==> config.mk <==
export PLATFORM = sky130hd
export DESIGN_NAME = mul_unit_arbiter_flat
export DESIGN_NICKNAME = d
export VERILOG_FILES = /design/src/rtl/mul_unit_arbiter_if.sv /design/src/rtl/mul_unit_arbiter.sv /design/src/flat_wrapper.sv
export SDC_FILE = /design/constraint.sdc
export NUM_CORES = 1
export LEC_CHECK = 0
export BUFFER_PORTS_ARGS = -buffer_cell sky130_fd_sc_hd__buf_2
export CAP_MARGIN = 20
export CORE_MARGIN = 4
export CORE_UTILIZATION = 46
export DETAILED_ROUTE_END_ITERATION = 7
export PLACE_DENSITY = 0.8
export SLEW_MARGIN = 20
export SYNTH_ARGS = -nofsm -noshare
export SYNTH_HDL_FRONTEND = slang
export SYNTH_SLANG_ARGS = --single-unit
==> constraint.sdc <==
create_clock -name sys_clk -period 2.7 [get_ports sys_clk]
set_clock_uncertainty 0.1 [all_clocks]
set_input_delay 0.54 -clock sys_clk [delete_from_list [all_inputs] [get_ports sys_clk]]
set_output_delay 0.54 -clock sys_clk [all_outputs]
set_load 0.02 [all_outputs]
==> src/rtl/mul_unit_arbiter_if.sv <==
// Bundle of signals between two requesters, the arbiter and the shared multiplier unit.
// The arbiter connects through the slave modport; the environment driving it uses master.
interface mul_unit_arbiter_if;
  logic        req0_valid;
  logic [31:0] req0_data1;
  logic [31:0] req0_data2;
  logic        req0_ready;
  logic [31:0] req0_result;
  logic        req0_vld;

  logic        req1_valid;
  logic [31:0] req1_data1;
  logic [31:0] req1_data2;
  logic        req1_ready;
  logic [31:0] req1_result;
  logic        req1_vld;

  logic [31:0] unit_data1;
  logic [31:0] unit_data2;
  logic        unit_trig;
  logic [31:0] unit_result;
  logic        unit_vld;

  logic        busy;
  logic        err;

  modport slave (
    input  req0_valid, req0_data1, req0_data2,
    input  req1_valid, req1_data1, req1_data2,
    input  unit_result, unit_vld,
    output req0_ready, req0_result, req0_vld,
    output req1_ready, req1_result, req1_vld,
    output unit_data1, unit_data2, unit_trig,
    output busy, err
  );

  modport master (
    output req0_valid, req0_data1, req0_data2,
    output req1_valid, req1_data1, req1_data2,
    output unit_result, unit_vld,
    input  req0_ready, req0_result, req0_vld,
    input  req1_ready, req1_result, req1_vld,
    input  unit_data1, unit_data2, unit_trig,
    input  busy, err
  );
endinterface

==> src/rtl/mul_unit_arbiter.sv <==
// Round-robin arbiter sharing one multiplier unit between two requesters,
// with a wait timeout that returns NAN_WORD and flags err.
module mul_unit_arbiter #(
  parameter int unsigned TIMEOUT  = 64,
  parameter logic [31:0] NAN_WORD = 32'h7FC00000
) (
  input logic              sys_clk,
  input logic              sys_rst_n,
  mul_unit_arbiter_if.slave bus
);

  localparam int unsigned CNT_W = 8;
  // Last WAIT count at which a result is still accepted; pulse lands TIMEOUT cycles after unit_trig.
  localparam logic [CNT_W-1:0] CNT_LAST = CNT_W'(TIMEOUT - 2);

  typedef enum logic [1:0] {
    IDLE  = 2'd0,
    ISSUE = 2'd1,
    WAIT  = 2'd2
  } state_e;

  state_e             state_q, state_d;
  logic               last_grant_q, last_grant_d;
  logic               owner_q, owner_d;
  logic [CNT_W-1:0]   cnt_q, cnt_d;
  logic               trig_q, trig_d;
  logic [31:0]        data1_q, data1_d;
  logic [31:0]        data2_q, data2_d;
  logic [31:0]        res0_q, res0_d;
  logic [31:0]        res1_q, res1_d;
  logic               vld0_q, vld0_d;
  logic               vld1_q, vld1_d;
  logic               err_q, err_d;

  logic               ready0_c, ready1_c;
  logic               done_c;
  logic [31:0]        done_val_c;

  always_ff @(posedge sys_clk or negedge sys_rst_n) begin
    if (!sys_rst_n) begin
      state_q      <= IDLE;
      last_grant_q <= 1'b1;
      owner_q      <= 1'b0;
      cnt_q        <= '0;
      trig_q       <= 1'b0;
      data1_q      <= '0;
      data2_q      <= '0;
      res0_q       <= '0;
      res1_q       <= '0;
      vld0_q       <= 1'b0;
      vld1_q       <= 1'b0;
      err_q        <= 1'b0;
    end else begin
      state_q      <= state_d;
      last_grant_q <= last_grant_d;
      owner_q      <= owner_d;
      cnt_q        <= cnt_d;
      trig_q       <= trig_d;
      data1_q      <= data1_d;
      data2_q      <= data2_d;
      res0_q       <= res0_d;
      res1_q       <= res1_d;
      vld0_q       <= vld0_d;
      vld1_q       <= vld1_d;
      err_q        <= err_d;
    end
  end

  always_comb begin
    state_d      = state_q;
    last_grant_d = last_grant_q;
    owner_d      = owner_q;
    cnt_d        = cnt_q;
    trig_d       = 1'b0;
    data1_d      = data1_q;
    data2_d      = data2_q;
    res0_d       = res0_q;
    res1_d       = res1_q;
    vld0_d       = 1'b0;
    vld1_d       = 1'b0;
    err_d        = 1'b0;
    ready0_c     = 1'b0;
    ready1_c     = 1'b0;
    done_c       = 1'b0;
    done_val_c   = '0;

    unique case (state_q)
      IDLE: begin
        // On a tie the requester that did not win last time is served.
        ready0_c = bus.req0_valid & (~bus.req1_valid | last_grant_q);
        ready1_c = bus.req1_valid & (~bus.req0_valid | ~last_grant_q);
        if (ready0_c | ready1_c) begin
          owner_d      = ready1_c;
          last_grant_d = ready1_c;
          data1_d      = ready1_c ? bus.req1_data1 : bus.req0_data1;
          data2_d      = ready1_c ? bus.req1_data2 : bus.req0_data2;
          trig_d       = 1'b1;
          state_d      = ISSUE;
        end
      end
      ISSUE: begin
        cnt_d   = '0;
        state_d = WAIT;
      end
      WAIT: begin
        // A result arriving on the last tolerated cycle beats the timeout.
        if (bus.unit_vld) begin
          done_c     = 1'b1;
          done_val_c = bus.unit_result;
          state_d    = IDLE;
        end else if (cnt_q == CNT_LAST) begin
          done_c     = 1'b1;
          done_val_c = NAN_WORD;
          err_d      = 1'b1;
          state_d    = IDLE;
        end else begin
          cnt_d = cnt_q + CNT_W'(1);
        end
      end
      default: state_d = IDLE;
    endcase

    if (done_c) begin
      if (owner_q) begin
        res1_d = done_val_c;
        vld1_d = 1'b1;
      end else begin
        res0_d = done_val_c;
        vld0_d = 1'b1;
      end
    end
  end

  assign bus.req0_ready  = ready0_c;
  assign bus.req1_ready  = ready1_c;
  assign bus.req0_result = res0_q;
  assign bus.req1_result = res1_q;
  assign bus.req0_vld    = vld0_q;
  assign bus.req1_vld    = vld1_q;
  assign bus.unit_data1  = data1_q;
  assign bus.unit_data2  = data2_q;
  assign bus.unit_trig   = trig_q;
  assign bus.busy        = (state_q != IDLE);
  assign bus.err         = err_q;

endmodule

==> src/flat_wrapper.sv <==
// flat-port wrapper written by rule: the top's interface ports become plain ports
module mul_unit_arbiter_flat 
#(
  parameter int unsigned TIMEOUT  = 64,
  parameter logic [31:0] NAN_WORD = 32'h7FC00000
)
  (sys_clk, sys_rst_n, bus_req0_valid, bus_req0_data1, bus_req0_data2, bus_req1_valid, bus_req1_data1, bus_req1_data2, bus_unit_result, bus_unit_vld, bus_req0_ready, bus_req0_result, bus_req0_vld, bus_req1_ready, bus_req1_result, bus_req1_vld, bus_unit_data1, bus_unit_data2, bus_unit_trig, bus_busy, bus_err);
  mul_unit_arbiter_if bus_i ();
  input logic sys_clk;
  input logic sys_rst_n;
  input wire logic [$bits(bus_i.req0_valid)-1:0] bus_req0_valid;
  input wire logic [$bits(bus_i.req0_data1)-1:0] bus_req0_data1;
  input wire logic [$bits(bus_i.req0_data2)-1:0] bus_req0_data2;
  input wire logic [$bits(bus_i.req1_valid)-1:0] bus_req1_valid;
  input wire logic [$bits(bus_i.req1_data1)-1:0] bus_req1_data1;
  input wire logic [$bits(bus_i.req1_data2)-1:0] bus_req1_data2;
  input wire logic [$bits(bus_i.unit_result)-1:0] bus_unit_result;
  input wire logic [$bits(bus_i.unit_vld)-1:0] bus_unit_vld;
  output wire logic [$bits(bus_i.req0_ready)-1:0] bus_req0_ready;
  output wire logic [$bits(bus_i.req0_result)-1:0] bus_req0_result;
  output wire logic [$bits(bus_i.req0_vld)-1:0] bus_req0_vld;
  output wire logic [$bits(bus_i.req1_ready)-1:0] bus_req1_ready;
  output wire logic [$bits(bus_i.req1_result)-1:0] bus_req1_result;
  output wire logic [$bits(bus_i.req1_vld)-1:0] bus_req1_vld;
  output wire logic [$bits(bus_i.unit_data1)-1:0] bus_unit_data1;
  output wire logic [$bits(bus_i.unit_data2)-1:0] bus_unit_data2;
  output wire logic [$bits(bus_i.unit_trig)-1:0] bus_unit_trig;
  output wire logic [$bits(bus_i.busy)-1:0] bus_busy;
  output wire logic [$bits(bus_i.err)-1:0] bus_err;
  assign bus_i.req0_valid = bus_req0_valid;
  assign bus_i.req0_data1 = bus_req0_data1;
  assign bus_i.req0_data2 = bus_req0_data2;
  assign bus_i.req1_valid = bus_req1_valid;
  assign bus_i.req1_data1 = bus_req1_data1;
  assign bus_i.req1_data2 = bus_req1_data2;
  assign bus_i.unit_result = bus_unit_result;
  assign bus_i.unit_vld = bus_unit_vld;
  assign bus_req0_ready = bus_i.req0_ready;
  assign bus_req0_result = bus_i.req0_result;
  assign bus_req0_vld = bus_i.req0_vld;
  assign bus_req1_ready = bus_i.req1_ready;
  assign bus_req1_result = bus_i.req1_result;
  assign bus_req1_vld = bus_i.req1_vld;
  assign bus_unit_data1 = bus_i.unit_data1;
  assign bus_unit_data2 = bus_i.unit_data2;
  assign bus_unit_trig = bus_i.unit_trig;
  assign bus_busy = bus_i.busy;
  assign bus_err = bus_i.err;
  mul_unit_arbiter #(.TIMEOUT(TIMEOUT), .NAN_WORD(NAN_WORD)) u_core (.sys_clk(sys_clk), .sys_rst_n(sys_rst_n), .bus(bus_i));
endmodule
* Yosys cells after proc, flatten, opt, wreduce, memory -nomap -nowiden
Cells that the tools add are included.
** Storage, ports and cells
- Output and inout port bits :: 135
- Word-level logic and storage cells :: 62
- Bits of input ports :: 165
- Flip-flop bits (word level) :: 144
** Cells by class
- Bitwise gates (word level) :: 9
- Multiplexer cells :: 25
- Equality and inequality tests :: 7
- $add $sub $neg :: 1
- Reduce and logical (&&, ||, !) cells :: 8
** Operators by type and width (count)
- $mux 32 :: 4
- $mux 31 :: 1
- $mux 8 :: 2
- $pmux 8 s2 :: 1
- $mux 1 :: 13
- $add 8x1->8 const B :: 1
- $eq 8x6->1 const B :: 1
- $reduce_and 2->1 :: 4
- $mux 2 :: 3
- $pmux 2 s3 :: 1
- $ne 2x2->1 const B :: 2
- $not 1->1 :: 4
- $reduce_bool 2->1 :: 2
- $ne 3x2->1 const B :: 1
- $or 1x1->1 :: 3
- $reduce_and 3->1 :: 1
- $and 1x1->1 :: 2
- $eq 2x1->1 const B :: 1
- $eq 2x2->1 const B :: 1
- $logic_not 2->1 :: 1
- $ne 2x1->1 const B :: 1

* Logic depth before layout (Yosys ltp)
- Word-level depth :: 6
- Mapped depth :: 8
- Depth with buffers taken out :: 7

* Worst setup path before layout
No wires, ideal clock.
- Path type :: register to register
- Start :: register u_core.cnt_q[0]
- End :: register u_core.cnt_q[3]
- Slack :: 0.787 ns
- Buffers on the path :: 1
- Stages on the path, launching flop included :: 8
- Arrival time :: 1.747 ns
- Setup time :: 0.066 ns
- Path through :: dfrtp_1 > inv_1 > ha_1 > nor3b_2 > a211o_1 > buf_6 > or4b_1 > nand2_1
** Between the ends
- Word-level cells in the longest chain between the ends :: 4
- Elaborated cells between the ends (all ways) :: 7
- Those cells by class :: 1 x add/sub; 2 x eq/ne; 3 x mux; 1 x reduce/logical
** Ends and longest elaborated chain
- start: declaration :: line mul_unit_arbiter.sv:25 : logic [CNT_W-1:0] cnt_q, cnt_d;
- start signal: assignment :: line mul_unit_arbiter.sv:57 : cnt_q <= cnt_d;
- $add 8x1->8 :: line mul_unit_arbiter.sv:117 : cnt_d = cnt_q + CNT_W'(1);
- $mux 8 :: line mul_unit_arbiter.sv:111 : end else if (cnt_q == CNT_LAST) begin
- $mux 8 :: line mul_unit_arbiter.sv:107 : if (bus.unit_vld) begin
- $pmux 8 s2 :: line mul_unit_arbiter.sv:87 : unique case (state_q)
Parallel ways exist; a longest one is shown, timed or not. The select of a mux whose other input is x is not followed.
A chain may end at the register's enable or synchronous reset.

* Worst setup path after layout
- Start :: register u_core.state_q[0]
- End :: output port bus_req0_ready
** Between the ends
- Word-level cells in the longest chain between the ends :: 2
** Ends and longest elaborated chain
- start: declaration :: line mul_unit_arbiter.sv:22 : state_e state_q, state_d;
- start signal: assignment :: line mul_unit_arbiter.sv:54 : state_q <= state_d;
- $logic_not 2->1 :: line mul_unit_arbiter.sv:87
- $mux 1 :: line mul_unit_arbiter.sv:87
- end: declaration :: line flat_wrapper.sv:19 : output wire logic [$bits(bus_i.req0_ready)-1:0] bus_req0_ready;
No other way between the ends.

==> metrics <==
status completed; cell chain of the critical path nor2_1 > nand3_1 > inv_1 > buf_2; internal power 6.36 mW; Clock power frac 22.8%; die height 123 um; Synth area leader dfrtp_1; post-route setup TNS 0 ps; Unique masters post-synth 37; adder-cell share of the synthesized area 0.410%; Avg Cell Area, Syn approximately 11 um2; Post-synth EDFFs 0; vias in the first global route approximately 5000; Reg power frac between 30% and 40%; first-pass GRT wire length between 20000 and 30000 um; yosys warns 0; buffers added on ports 299; ys flop type dfrtp_1; Total Die Area 0.0152 mm2; largest net degree at the start of global routing 66; row cnt between 40 and 50; final wirelength 17400 um; layout cells sized above 1 a little over two fifths; Synth Area in Simple Gates 8.88%; worst hold path class in2reg; post-synthesis compound-gate area fraction 17.5%; Post-Place Cells between 900 and 1000; crit path max-delay cell type dfrtp_1; power share of the combinational group 42.8%; Post-Synth XOR/XNOR Area less than 1%; worst vdd ir about 550 uV; Mapped Area 0.00610 mm2; vias per cell 5.27; fin crit share between 80% and 90%; Iter 0 DRT Violations 305; Worst Path Class, Setup reg2out; Layout Cells excl Fill 1009; total net switching power 4.33 mW; Remaining DRCs 0; initial antenna violation count 1; FMAX 462 MHz; largest family of logic cells by synthesized area compound AO/OA/AOI/OAI gates; total global routing overflow 0; mux cell area share after synthesis 10.5%; most instantiated cells after synthesis dfrtp_1, nor2_1, a21oi_1; top cells by area, synth dfrtp_1, mux2i_1, a21oi_1; cells after synthesis 536; Syn Nets 703; Pwr Density roughly 1300 mW/mm2; nets@finish 991; slowest cell delay on critical path 400 ps; GPL Wtd Cong 0.824; sequential element share of the synthesized area 59.1%; Initial Util 47.6%; antenna-violating nets left 0; Worst-path clk slew 60 ps; startpoint class of the critical path flop; worst-skew pair later-pin latency 410 ps; Sink Count 144; number of buffers created by CTS 17; crit path time final 2160 ps; final hold vios 0; core area 0.0128 mm2; LEAKAGE 4.11 nW; TritonRoute pass-1 iters 4; via count 5318; maxcap violations 0; top-count cell post-synth dfrtp_1; Clock Tree Buf Depth 2; share of the synthesized area in the top cell type just under 60%; Critical Path AT approximately 1500 ps; Least-Margin Pin Slew 655 ps; Detailed Place HPWL 12800 um; Rel. slew slack 56.3%; Tot GR Track Use 22.4%; CTS HTree Levels 4; switching share of power about two fifths; Layout area overhead 38.2%; CP endpoint kind output pin; DIE WIDTH 123 um; Avg WL per Cell 17.2 um; depth of the most critical reg-to-reg path 6; RSZ-0062 raised after global routing no; Post-CTS Setup Inserts 0; final setup fails 0; CTS tree done; crit path max fanout 5; Crit path required time 2060 ps; ys async rst share 100%; Yosys reg bits around 140; CTS Root Cell clkbuf_16; Hold Crit Depth 2; Final Slew Violations 0; I/O Pins 300
layout by cell type, fill, tap and decap left out, types with 4 or more instances in the layout:
cell type,instances
o2bb2ai_1,23
nor2_1,74
mux2i_1,64
buf_4,6
buf_12,5
o21ai_0,4
o32a_1,9
nand2_1,31
clkbuf_16,17
a32o_1,23
dfrtp_1,142
clkbuf_8,5
a2bb2oi_1,9
nand3_1,9
a21oi_1,67
buf_2,298
inv_1,4
through the flow:
step	setup WS, ps	power [mW]	utilization, %	cell area (um2)	hold slack (ps)
3_3_place_gp	631	8.19	60.8	7790	369
6_report	536	10.7	65.7	8430	260
5_1_grt	399	11.3	65.7	8420	265
2_1_floorplan	787	6.57	-	6100	144
3_5_place_dp	590	8.30	60.8	7790	374
4_1_cts	495	10.8	65.7	8420	240
logic make-up (layout without fill, tap and decap cells):
kind of cell | after synthesis | count (layout)
compound gates | 149 | 149
flops | 144 | 144
simple gates | 128 | 128
mux | 64 | 64
buf+inv | 48 | 348
fa+ha+maj | 2 | 2
xor+xnor | 1 | 1
other cells | 0 | 1
timing repair:
| action | in CTS | in global routing |
|---|---|---|
| endpoints found under the hold margin | 51 | 0 |
| resized for setup | 0 | 0 |
| setup endpoints to repair | 0 | 0 |
| hold buffers | 1 | 0 |
path summary, 6_finish.rpt:
kind / start / endpoint / slack [ps]
worst max-delay path: u_core.state_q[0]$_DFFE_PN0P_ / bus_req0_ready / 540
max in group asynchronous: sys_rst_n / u_core.last_grant_q$_DFFE_PN1P_ / 1300
worst min register to register: u_core.bus.req1_result[21]$_DFFE_PN0P_ / u_core.bus.req1_result[21]$_DFFE_PN0P_ / 380
worst max register to register: u_core.cnt_q[0]$_DFFE_PN0P_ / u_core.cnt_q[3]$_DFFE_PN0P_ / 580
min in group asynchronous: sys_rst_n / u_core.bus.req0_result[25]$_DFFE_PN0P_ / 540
worst min-delay path: bus_unit_vld / u_core.bus.err$_DFF_PN0_ / 260
power groups by stage:
stage          logic, mW  clock network, mW  registers, mW
2_1_floorplan       1.77                  0           4.80
3_3_place_gp        4.52                  0           3.67
3_5_place_dp        4.61                  0           3.69
4_1_cts             4.63               2.48           3.68
5_1_grt             4.97               2.58           3.79
6_report            4.57               2.44           3.68
metal layers:
metal	wire, um	up-vias	part of all wire [%]	GRT usage, %
li1	-	2521	-	-
met1	6850	2500	39	27.8
met2	8530	261	49	36.9
met3	1530	34	8.8	5.95
met4	442	2	2.5	9.69
met5	7	-	0.040	0
cell type report:
cell class	count	area, um2
clock inverter	8	125
tap	172	215
inverter	6	22.5
sequential	144	3610
fill	1063	4400
multi-input combinational	344	2300
clock buffer	23	498
timing repair buffer	311	1660
antenna	1	2.50
sequential cells by signal, indices dropped and copies added, names as in the netlist:
signal and count:
u_core.bus.req0_vld 1, u_core.cnt_q 8, u_core.bus.err 1, u_core.last_grant_q 1, u_core.bus.unit_trig 1, u_core.bus.req0_result 32
u_core.bus.unit_data1 32, u_core.state_q 2, u_core.bus.unit_data2 32, u_core.bus.req1_result 32, u_core.bus.req1_vld 1, u_core.owner_q 1
critical path: cells and delay by family (launching register included):
kind                   cells  cell delay [ps]
buffers and inverters      2              220
flip-flops                 1              400
AND/OR/NAND/NOR            2              490
No activity file was read; power rests on OpenSTA's default activity.
